$ cat src/rtl/code_ram_arbiter.sv
// Code SRAM arbiter: instruction fetch vs data bus in RUN, with an exclusive UART codeload session (LOAD/RELEASE).
// Define KMIE_CODE_ARB_RR_EN for if/dm round-robin; otherwise dm has fixed priority over if.
module code_ram_arbiter #(
  parameter int unsigned ADDR_W = 12,
  parameter int unsigned DATA_W = 32
) (
  input  logic                  clk,
  input  logic                  rst,
  input  logic                  if_req,
  input  logic [ADDR_W-1:0]     if_addr,
  output logic                  if_gnt,
  output logic                  if_rvalid,
  input  logic                  dm_req,
  input  logic                  dm_we,
  input  logic [ADDR_W-1:0]     dm_addr,
  input  logic [DATA_W-1:0]     dm_wdata,
  input  logic [DATA_W/8-1:0]   dm_be,
  output logic                  dm_gnt,
  output logic                  dm_rvalid,
  output logic [DATA_W-1:0]     rdata,
  input  logic                  ld_mode,
  input  logic                  ld_req,
  input  logic [ADDR_W-1:0]     ld_addr,
  input  logic [DATA_W-1:0]     ld_wdata,
  output logic                  ld_gnt,
  output logic [ADDR_W:0]       ld_count,
  output logic                  boot_done,
  output logic                  mem_cs,
  output logic                  mem_we,
  output logic [ADDR_W-1:0]     mem_addr,
  output logic [DATA_W-1:0]     mem_wdata,
  output logic [DATA_W/8-1:0]   mem_be,
  input  logic [DATA_W-1:0]     mem_rdata
);

  typedef enum logic [1:0] {RUN, LOAD, RELEASE} state_e;

  localparam logic [ADDR_W:0] CNT_MAX = {1'b1, {ADDR_W{1'b0}}};

  state_e          state_q, state_d;
  logic [ADDR_W:0] cnt_q, cnt_d;
  logic            if_rv_q, dm_rv_q;

`ifdef KMIE_CODE_ARB_RR_EN
  // rr_q=1 means fetch wins the next contended cycle; reset favours dm.
  logic rr_q, rr_d;

  always_ff @(posedge clk) begin
    if (rst) rr_q <= 1'b0;
    else     rr_q <= rr_d;
  end
`endif

  always_comb begin
    state_d   = state_q;
    cnt_d     = cnt_q;
    if_gnt    = 1'b0;
    dm_gnt    = 1'b0;
    ld_gnt    = 1'b0;
    boot_done = 1'b0;
    mem_we    = 1'b0;
    mem_addr  = '0;
    mem_wdata = '0;
    mem_be    = '0;
`ifdef KMIE_CODE_ARB_RR_EN
    rr_d      = rr_q;
`endif
    if (rst) begin
      state_d = RUN;
    end else begin
      case (state_q)
        RUN: begin
          if (ld_mode) begin
            state_d = LOAD;
            cnt_d   = '0;
          end else begin
`ifdef KMIE_CODE_ARB_RR_EN
            if (dm_req && (!if_req || !rr_q)) dm_gnt = 1'b1;
            else if (if_req)                  if_gnt = 1'b1;
            if (dm_gnt)      rr_d = 1'b1;
            else if (if_gnt) rr_d = 1'b0;
`else
            dm_gnt = dm_req;
            if_gnt = if_req && !dm_req;
`endif
            if (dm_gnt) begin
              mem_we    = dm_we;
              mem_addr  = dm_addr;
              mem_wdata = dm_wdata;
              mem_be    = dm_be;
            end else if (if_gnt) begin
              mem_addr  = if_addr;
            end
          end
        end
        LOAD: begin
          if (!ld_mode) begin
            state_d = RELEASE;
          end else begin
            ld_gnt    = ld_req;
            mem_we    = 1'b1;
            mem_be    = '1;
            mem_addr  = ld_addr;
            mem_wdata = ld_wdata;
            if (ld_req && cnt_q != CNT_MAX) cnt_d = cnt_q + (ADDR_W+1)'(1);
          end
        end
        RELEASE: begin
          boot_done = 1'b1;
          state_d   = RUN;
        end
        default: state_d = RUN;
      endcase
    end
    mem_cs = if_gnt | dm_gnt | ld_gnt;
  end

  always_ff @(posedge clk) begin
    if (rst) begin
      state_q <= RUN;
      cnt_q   <= '0;
      if_rv_q <= 1'b0;
      dm_rv_q <= 1'b0;
    end else begin
      state_q <= state_d;
      cnt_q   <= cnt_d;
      if_rv_q <= if_gnt;
      dm_rv_q <= dm_gnt & ~dm_we;
    end
  end

  assign if_rvalid = if_rv_q;
  assign dm_rvalid = dm_rv_q;
  assign rdata     = mem_rdata;
  assign ld_count  = cnt_q;

endmodule

$ cat config.mk
export PLATFORM = sky130hd
export DESIGN_NAME = code_ram_arbiter
export DESIGN_NICKNAME = d
export VERILOG_FILES = /design/src/rtl/code_ram_arbiter.sv
export SDC_FILE = /design/constraint.sdc
export NUM_CORES = 1
export LEC_CHECK = 0
export CAP_MARGIN = 20
export CORE_ASPECT_RATIO = 0.5
export CORE_MARGIN = 1
export CORE_UTILIZATION = 28
export CTS_CLUSTER_DIAMETER = 150
export DETAILED_ROUTE_END_ITERATION = 8
export HOLD_SLACK_MARGIN = 0.1
export PLACE_DENSITY = 0.88
export SLEW_MARGIN = 5
export SYNTH_ARGS = -nofsm -noshare
export SYNTH_HDL_FRONTEND = slang
export SYNTH_SLANG_ARGS = --single-unit
$ cat constraint.sdc
create_clock -name clk -period 4.1 [get_ports clk]
set_input_delay 0.82 -clock clk [delete_from_list [all_inputs] [get_ports clk]]
set_output_delay 0.82 -clock clk [all_outputs]
set_load 0.03 [all_outputs]
==> results of run 1 <==
## final cells by class
class	instances	area (µm²)	area share
Sequential cell	17	340	0.0916
Clock buffer	4	78.8	0.0212
Timing Repair Buffer	184	1990	0.536
Multi-Input combinational cell	182	1160	0.312
Tap cell	88	110	0.0296
Inverter	9	33.8	0.00910
## report_power, final
| group | internal (µW) | switching (µW) |
|---|---|---|
| Sequential | 167 | 2.32 |
| Clock | 132 | 65.5 |
| Combinational | 169 | 139 |
| Total | 468 | 206 |
## flip-flops by register name, summed over array words and instances (netlist names)
register / cells
if_rvalid: 1
ld_count: 13
state_q: 2
dm_rvalid: 1
## routing by layer
layer | vias up | wire length [µm] | GRT usage
li1 | 1218 | - | -
met1 | 1238 | 3560 | 0.280
met2 | 145 | 4730 | 0.417
met3 | 52 | 659 | 0.0410
met4 | 0 | 442 | 0.145
met5 | - | 0 | 0
## worst max-delay path: stages
cell and delay (ns):
clkdlybuf4s50_1 0.46, buf_4 0.23, inv_1 0.22, and2_1 0.21, clkdlybuf4s50_1 0.69
## placed cells by master, fill, tap and decap left out, types with 2 or more instances in the layout
master           Yosys  final
clkdlybuf4s50_1      0    129
nor2_1              54     53
a22oi_1             32     32
buf_4               35     32
buf_12               0     23
dfxtp_1             17     17
a222oi_1            12     12
inv_1                9      9
nand3_1              9      9
a21oi_1              8      8
a32o_1               6      6
nor3_1               5      5
nor4_1               5      5
nor3b_1              4      4
a31oi_1              4      4
and2_1               3      3
nand2_1              3      3
nand4_1              3      3
o31ai_1              3      3
o21ai_0              3      3
clkbuf_16            0      3
or2_2                2      2
nand2b_1             2      2
and3_2               2      2
nor4b_2              2      2
o211ai_1             2      2
a311oi_1             2      2
a211oi_1             2      2
ha_1                 2      2
## through the flow
stage | hold slack (ns) | util
floorplan | 0.607 | -
global placement | 0.575 | 0.581
detailed placement | 0.573 | 0.581
CTS | 0.586 | 0.594
global route | 0.620 | 0.594
finish | 0.598 | 0.594
## path summary, 6_finish.rpt
path / from / endpoint / depth (start not counted)
worst max-delay path: rst / if_gnt / 5
worst min-delay path: ld_count[12] / ld_count[12] / 1
worst max register to register: ld_count[1] / ld_count[5] / 6
worst min register to register: ld_count[12] / ld_count[12] / 1
## kinds of logic (layout without fill, tap and decap cells)
family	Yosys count	in the layout	synth area share
DFF	17	17	0.181
adders and majority gates	2	2	0.0133
AOI/OAI and AO/OA	78	78	0.323
buffers and inverters	63	197	0.205
and+or+nand+nor	102	102	0.277
==> results.cfg, run 1 <==
[placement]
placed_area_um2 = 3630
port_buffers = 179
placed_cells = 480
place_hpwl_mm = 7.31
gp_congestion = 0.885
preCtsSetupSlack_ns = 0.671

[cells_and_area]
fill_cells = 535
num_antenna_cells = 0
nNetsFinal = 542
layout-drive-gt1-share = 0.177
area_growth_pct = 97.9
finalNonFillerCells = 484
final_area_um2 = 3710

[logic_synthesis]
synth_edf_count = 0
yosys_warnings = 0
synthTopCellsByArea = dfxtp_1 18%, buf_4 14%, a22oi_1 13%, nor2_1 11%, a222oi_1 6.4%
post-synth-top-area-cell = dfxtp_1
synth-seq-cells = 17
postSynthCellCount = 262
synth-main-ff-cell = dfxtp_1
synth_seq_area_share = 0.181
synthArstFlopShare = 0
synthesis.area_um2 = 1880
synthTopCellsByCount = 54 x nor2_1, 35 x buf_4, 32 x a22oi_1
synth_top_cell_area_share = 0.181
syn_nets = 407
syn_area_per_cell_um2 = 7.16
synthDistinctLibCells = 41
synth_most_common_cell = nor2_1

[global_route]
grt_overflow_total = 0
track_usage = 0.237
grt_pass1_vias = 2361
grt_pass1_wl_mm = 13.0
antenna_found_initial = 0
grt_max_degree = 50

[power]
finalPower_uw = 675
leakage_uw = 0.00138
p_per_area_nw_per_um2 = 182
irDropWorstVdd_uv = 136

[clock_tree]
h-tree-depth = 1
clk_latency_ns = 0.25
clock_path_buffers = 2
cts_tree = built
cts_num_sinks = 17
cts_resized = 0
cts.clk_slew.worst_paths_ns = 0.05
post_cts_buffers = 0
cts_hold_buf = 0
cts_buffers = 3
root_buffer = clkbuf_16

[floorplan]
initial_utilization = 0.300
pin_count = 244
coreArea_um2 = 6260
die_height_um = 59.9
fp.dieW_um = 118
dieArea_um2 = 7050
num_rows = 20

[drt]
dr.pass1.iters = 7
finalWirelength_mm = 9.39
via_per_inst = 5.48
wire_per_inst_um = 19.4
drcViolationCount = 0
vias = 2653
antenna_left = 0
drtIter0Drc = 325

[worst_setup_path]
rrSetupSlack_ns = 2.10
cp-end-kind = primary output
crit_type = in2out
cp_max_fo = 18
arrival_ns = 2.64
required_ns = 3.28
worstSetupStartpointType = input pin

[outcome]
outcome = finished clean

[flow_run]
max_cap_violations = 0

[timing]
maxSlewViolCount = 0
worst_slew_pin_slew_ns = 0.717
setup_viol = 0
tns_ns = 0
fmax_mhz = 289
post-route-period-util = 0.843
relSlewSlack = 0.521
rsz0062_at_grt = no
finalWorstSetupSlack_ns = 0.643
finalHoldViolations = 0
finalClockSkew_ns = 0.00105
min_period_ns = 3.46

[hold_path]
hp-class = reg2reg
No activity file was read; power rests on OpenSTA's default activity.
==> inputs of run 2 (changes only) <==
--- a/config.mk
+++ b/config.mk
@@ -8,11 +8,11 @@
 export CAP_MARGIN = 20
 export CORE_ASPECT_RATIO = 0.5
 export CORE_MARGIN = 1
-export CORE_UTILIZATION = 28
+export CORE_UTILIZATION = 23
 export CTS_CLUSTER_DIAMETER = 150
 export DETAILED_ROUTE_END_ITERATION = 8
 export HOLD_SLACK_MARGIN = 0.1
-export PLACE_DENSITY = 0.88
+export PLACE_DENSITY = 0.77
 export SLEW_MARGIN = 5
 export SYNTH_ARGS = -nofsm -noshare
 export SYNTH_HDL_FRONTEND = slang
==> constraint.sdc (replaced) <==
create_clock -name clk -period 3.1 [get_ports clk]
set_input_delay 0.62 -clock clk [delete_from_list [all_inputs] [get_ports clk]]
set_output_delay 0.62 -clock clk [all_outputs]
set_load 0.03 [all_outputs]
==> run 2 against run 1 <==
Sequential power grew 33%. Final cell count grew 5.8%. Via count decreased by 2.2%. Global-route usage down 4.8 points. Highest routed layer unchanged. Clock skew increased by 0.0031 ns. Wire length fell by 4.9%. Critical path depth unchanged. Core utilization decreased by 10 points. Sequential cell count did not move.
==> results.cfg, run 2 (same netlist as run 1, synthesis figures left out) <==
[global_route]
met1_usage = 0.235
antenna_found_initial = 0
grt_most_used_layer = met2
grtUsageMet3 = 0.0316
grt_pass1_vias = 2318
track_usage = 0.189
grt_use_met2 = 0.316
grt_overflow_total = 0
grt_pass1_wl_mm = 12.5
grt_max_degree = 50

[worst_setup_path]
worstSetupStartpointType = input pin
cp-end-kind = primary output
slowest_delay_ns = 0.71
crit_chain = clkdlybuf4s50_1 > buf_4 > buf_4 > nor3b_1 > clkdlybuf4s50_1
critPathSlowestCell = clkdlybuf4s50_1
arrival_ns = 2.36
required_ns = 2.48
cp_max_fo = 11
crit_type = in2out

[timing]
post-route-period-util = 0.963
finalHoldViolations = 0
worst_slew_pin_slew_ns = 0.710
rsz0062_at_grt = no
fmax_mhz = 335
maxSlewViolCount = 0
min_period_ns = 2.98
finalClockSkew_ns = 0.00419
relSlewSlack = 0.526
setup_viol = 0

[power]
p_per_area_nw_per_um2 = 239
finalPower_uw = 889
irDropWorstVdd_uv = 171
leakage_uw = 0.00141

[floorplan]
initial_utilization = 0.247
pin_count = 244
dieArea_um2 = 8550
num_rows = 22
die_height_um = 65.9
fp.dieW_um = 130
coreArea_um2 = 7600

[drt]
via_per_inst = 5.07
drtIter0Drc = 327
drcViolationCount = 0
antenna_left = 0
dr.pass1.iters = 6
wire_per_inst_um = 17.4
vias = 2595
finalWirelength_mm = 8.93

[clock_tree]
clock_path_buffers = 2
cts_num_sinks = 17
cts_buffers = 3
h-tree-depth = 1
cts.clk_slew.worst_paths_ns = 0.05
clk_latency_ns = 0.25
cts_hold_buf = 0
root_buffer = clkbuf_16
cts_tree = built

[cells_and_area]
fill_cells = 730
area_growth_pct = 98.3
finalNonFillerCells = 512
layout_commonest_cell = clkdlybuf4s50_1
num_antenna_cells = 0
largest_reg_flops = 13
final_cell_mix = 127 x clkdlybuf4s50_1, 53 x nor2_1, 47 x buf_4, 32 x a22oi_1
final_area_um2 = 3720
nNetsFinal = 550
layout-drive-gt1-share = 0.198

[outcome]
outcome = finished clean

[placement]
gp_congestion = 0.826
port_buffers = 179
placed_area_um2 = 3640
place_hpwl_mm = 7.11
placed_cells = 508

[flow_run]
max_cap_violations = 0

[hold_path]
hp-class = reg2reg
[run 2: worst paths after layout]
| path | end | cells past startpoint | startpoint | slack, ns |
|---|---|---|---|---|
| worst max-delay path | boot_done | 5 | rst | 0.12 |
| worst min-delay path | ld_count[12] | 1 | ld_count[12] | 0.57 |
| worst max register to register | ld_count[5] | 6 | ld_count[0] | 1.14 |
| worst min register to register | ld_count[12] | 1 | ld_count[12] | 0.57 |
[run 2: area by class of cell]
cell class	instances	area [µm²]	share of cell area
repair buffers	192	1970	0.530
multi-input cells	182	1160	0.311
flip-flops and latches	17	340	0.0915
well taps	108	135	0.0363
clock buffers	3	75.1	0.0202
inverters	9	33.8	0.00908
clock inverters	1	5.00	0.00134
[run 2: per-stage QoR]
| step | TNS (ns) | util | hold WS [ns] | setup slack, ns |
|---|---|---|---|---|
| 6_report | 0 | 0.490 | 0.571 | 0.115 |
| 3_5_place_dp | -0.0168 | 0.479 | 0.550 | -0.0168 |
| 2_1_floorplan | 0 | - | 0.607 | 0.562 |
| 5_1_grt | 0 | 0.490 | 0.605 | 0.0449 |
| 3_3_place_gp | 0 | 0.479 | 0.535 | 0.0174 |
| 4_1_cts | 0 | 0.490 | 0.570 | 0.112 |
[run 2: power by group]
part | internal (µW) | total (µW) | switching, µW
Combinational | 223 | 401 | 178
Clock | 173 | 264 | 91.5
Sequential | 221 | 224 | 3.09
[run 2: layer usage]
layer | vias to the layer above | part of all wire | routed length (µm)
met5 | - | 0 | 0
met4 | 0 | 0.037 | 327
met1 | 1225 | 0.40 | 3580
met2 | 111 | 0.50 | 4480
li1 | 1239 | - | -
met3 | 20 | 0.061 | 545
[run 2: timing repair]
action / CTS / global route
resized for setup: 1 / 0
hold endpoints to repair: 0 / 0
setup buffers: 0 / 0
setup endpoints to repair: 1 / 0
[run 2: critical path: cells and delay by family]
kind | cells | cell delay [ns]
buf+inv | 4 | 1.55
simple gates | 1 | 0.20
==> inputs of run 3 (changes only) <==
--- a/config.mk
+++ b/config.mk
@@ -11,7 +11,7 @@
 export CORE_UTILIZATION = 23
 export CTS_CLUSTER_DIAMETER = 150
 export DETAILED_ROUTE_END_ITERATION = 8
-export HOLD_SLACK_MARGIN = 0.1
+export HOLD_SLACK_MARGIN = 0.12
 export PLACE_DENSITY = 0.77
 export SLEW_MARGIN = 5
 export SYNTH_ARGS = -nofsm -noshare
==> results of run 3 <==
The final DEF is identical to that of run 2; final timing and power are the same.
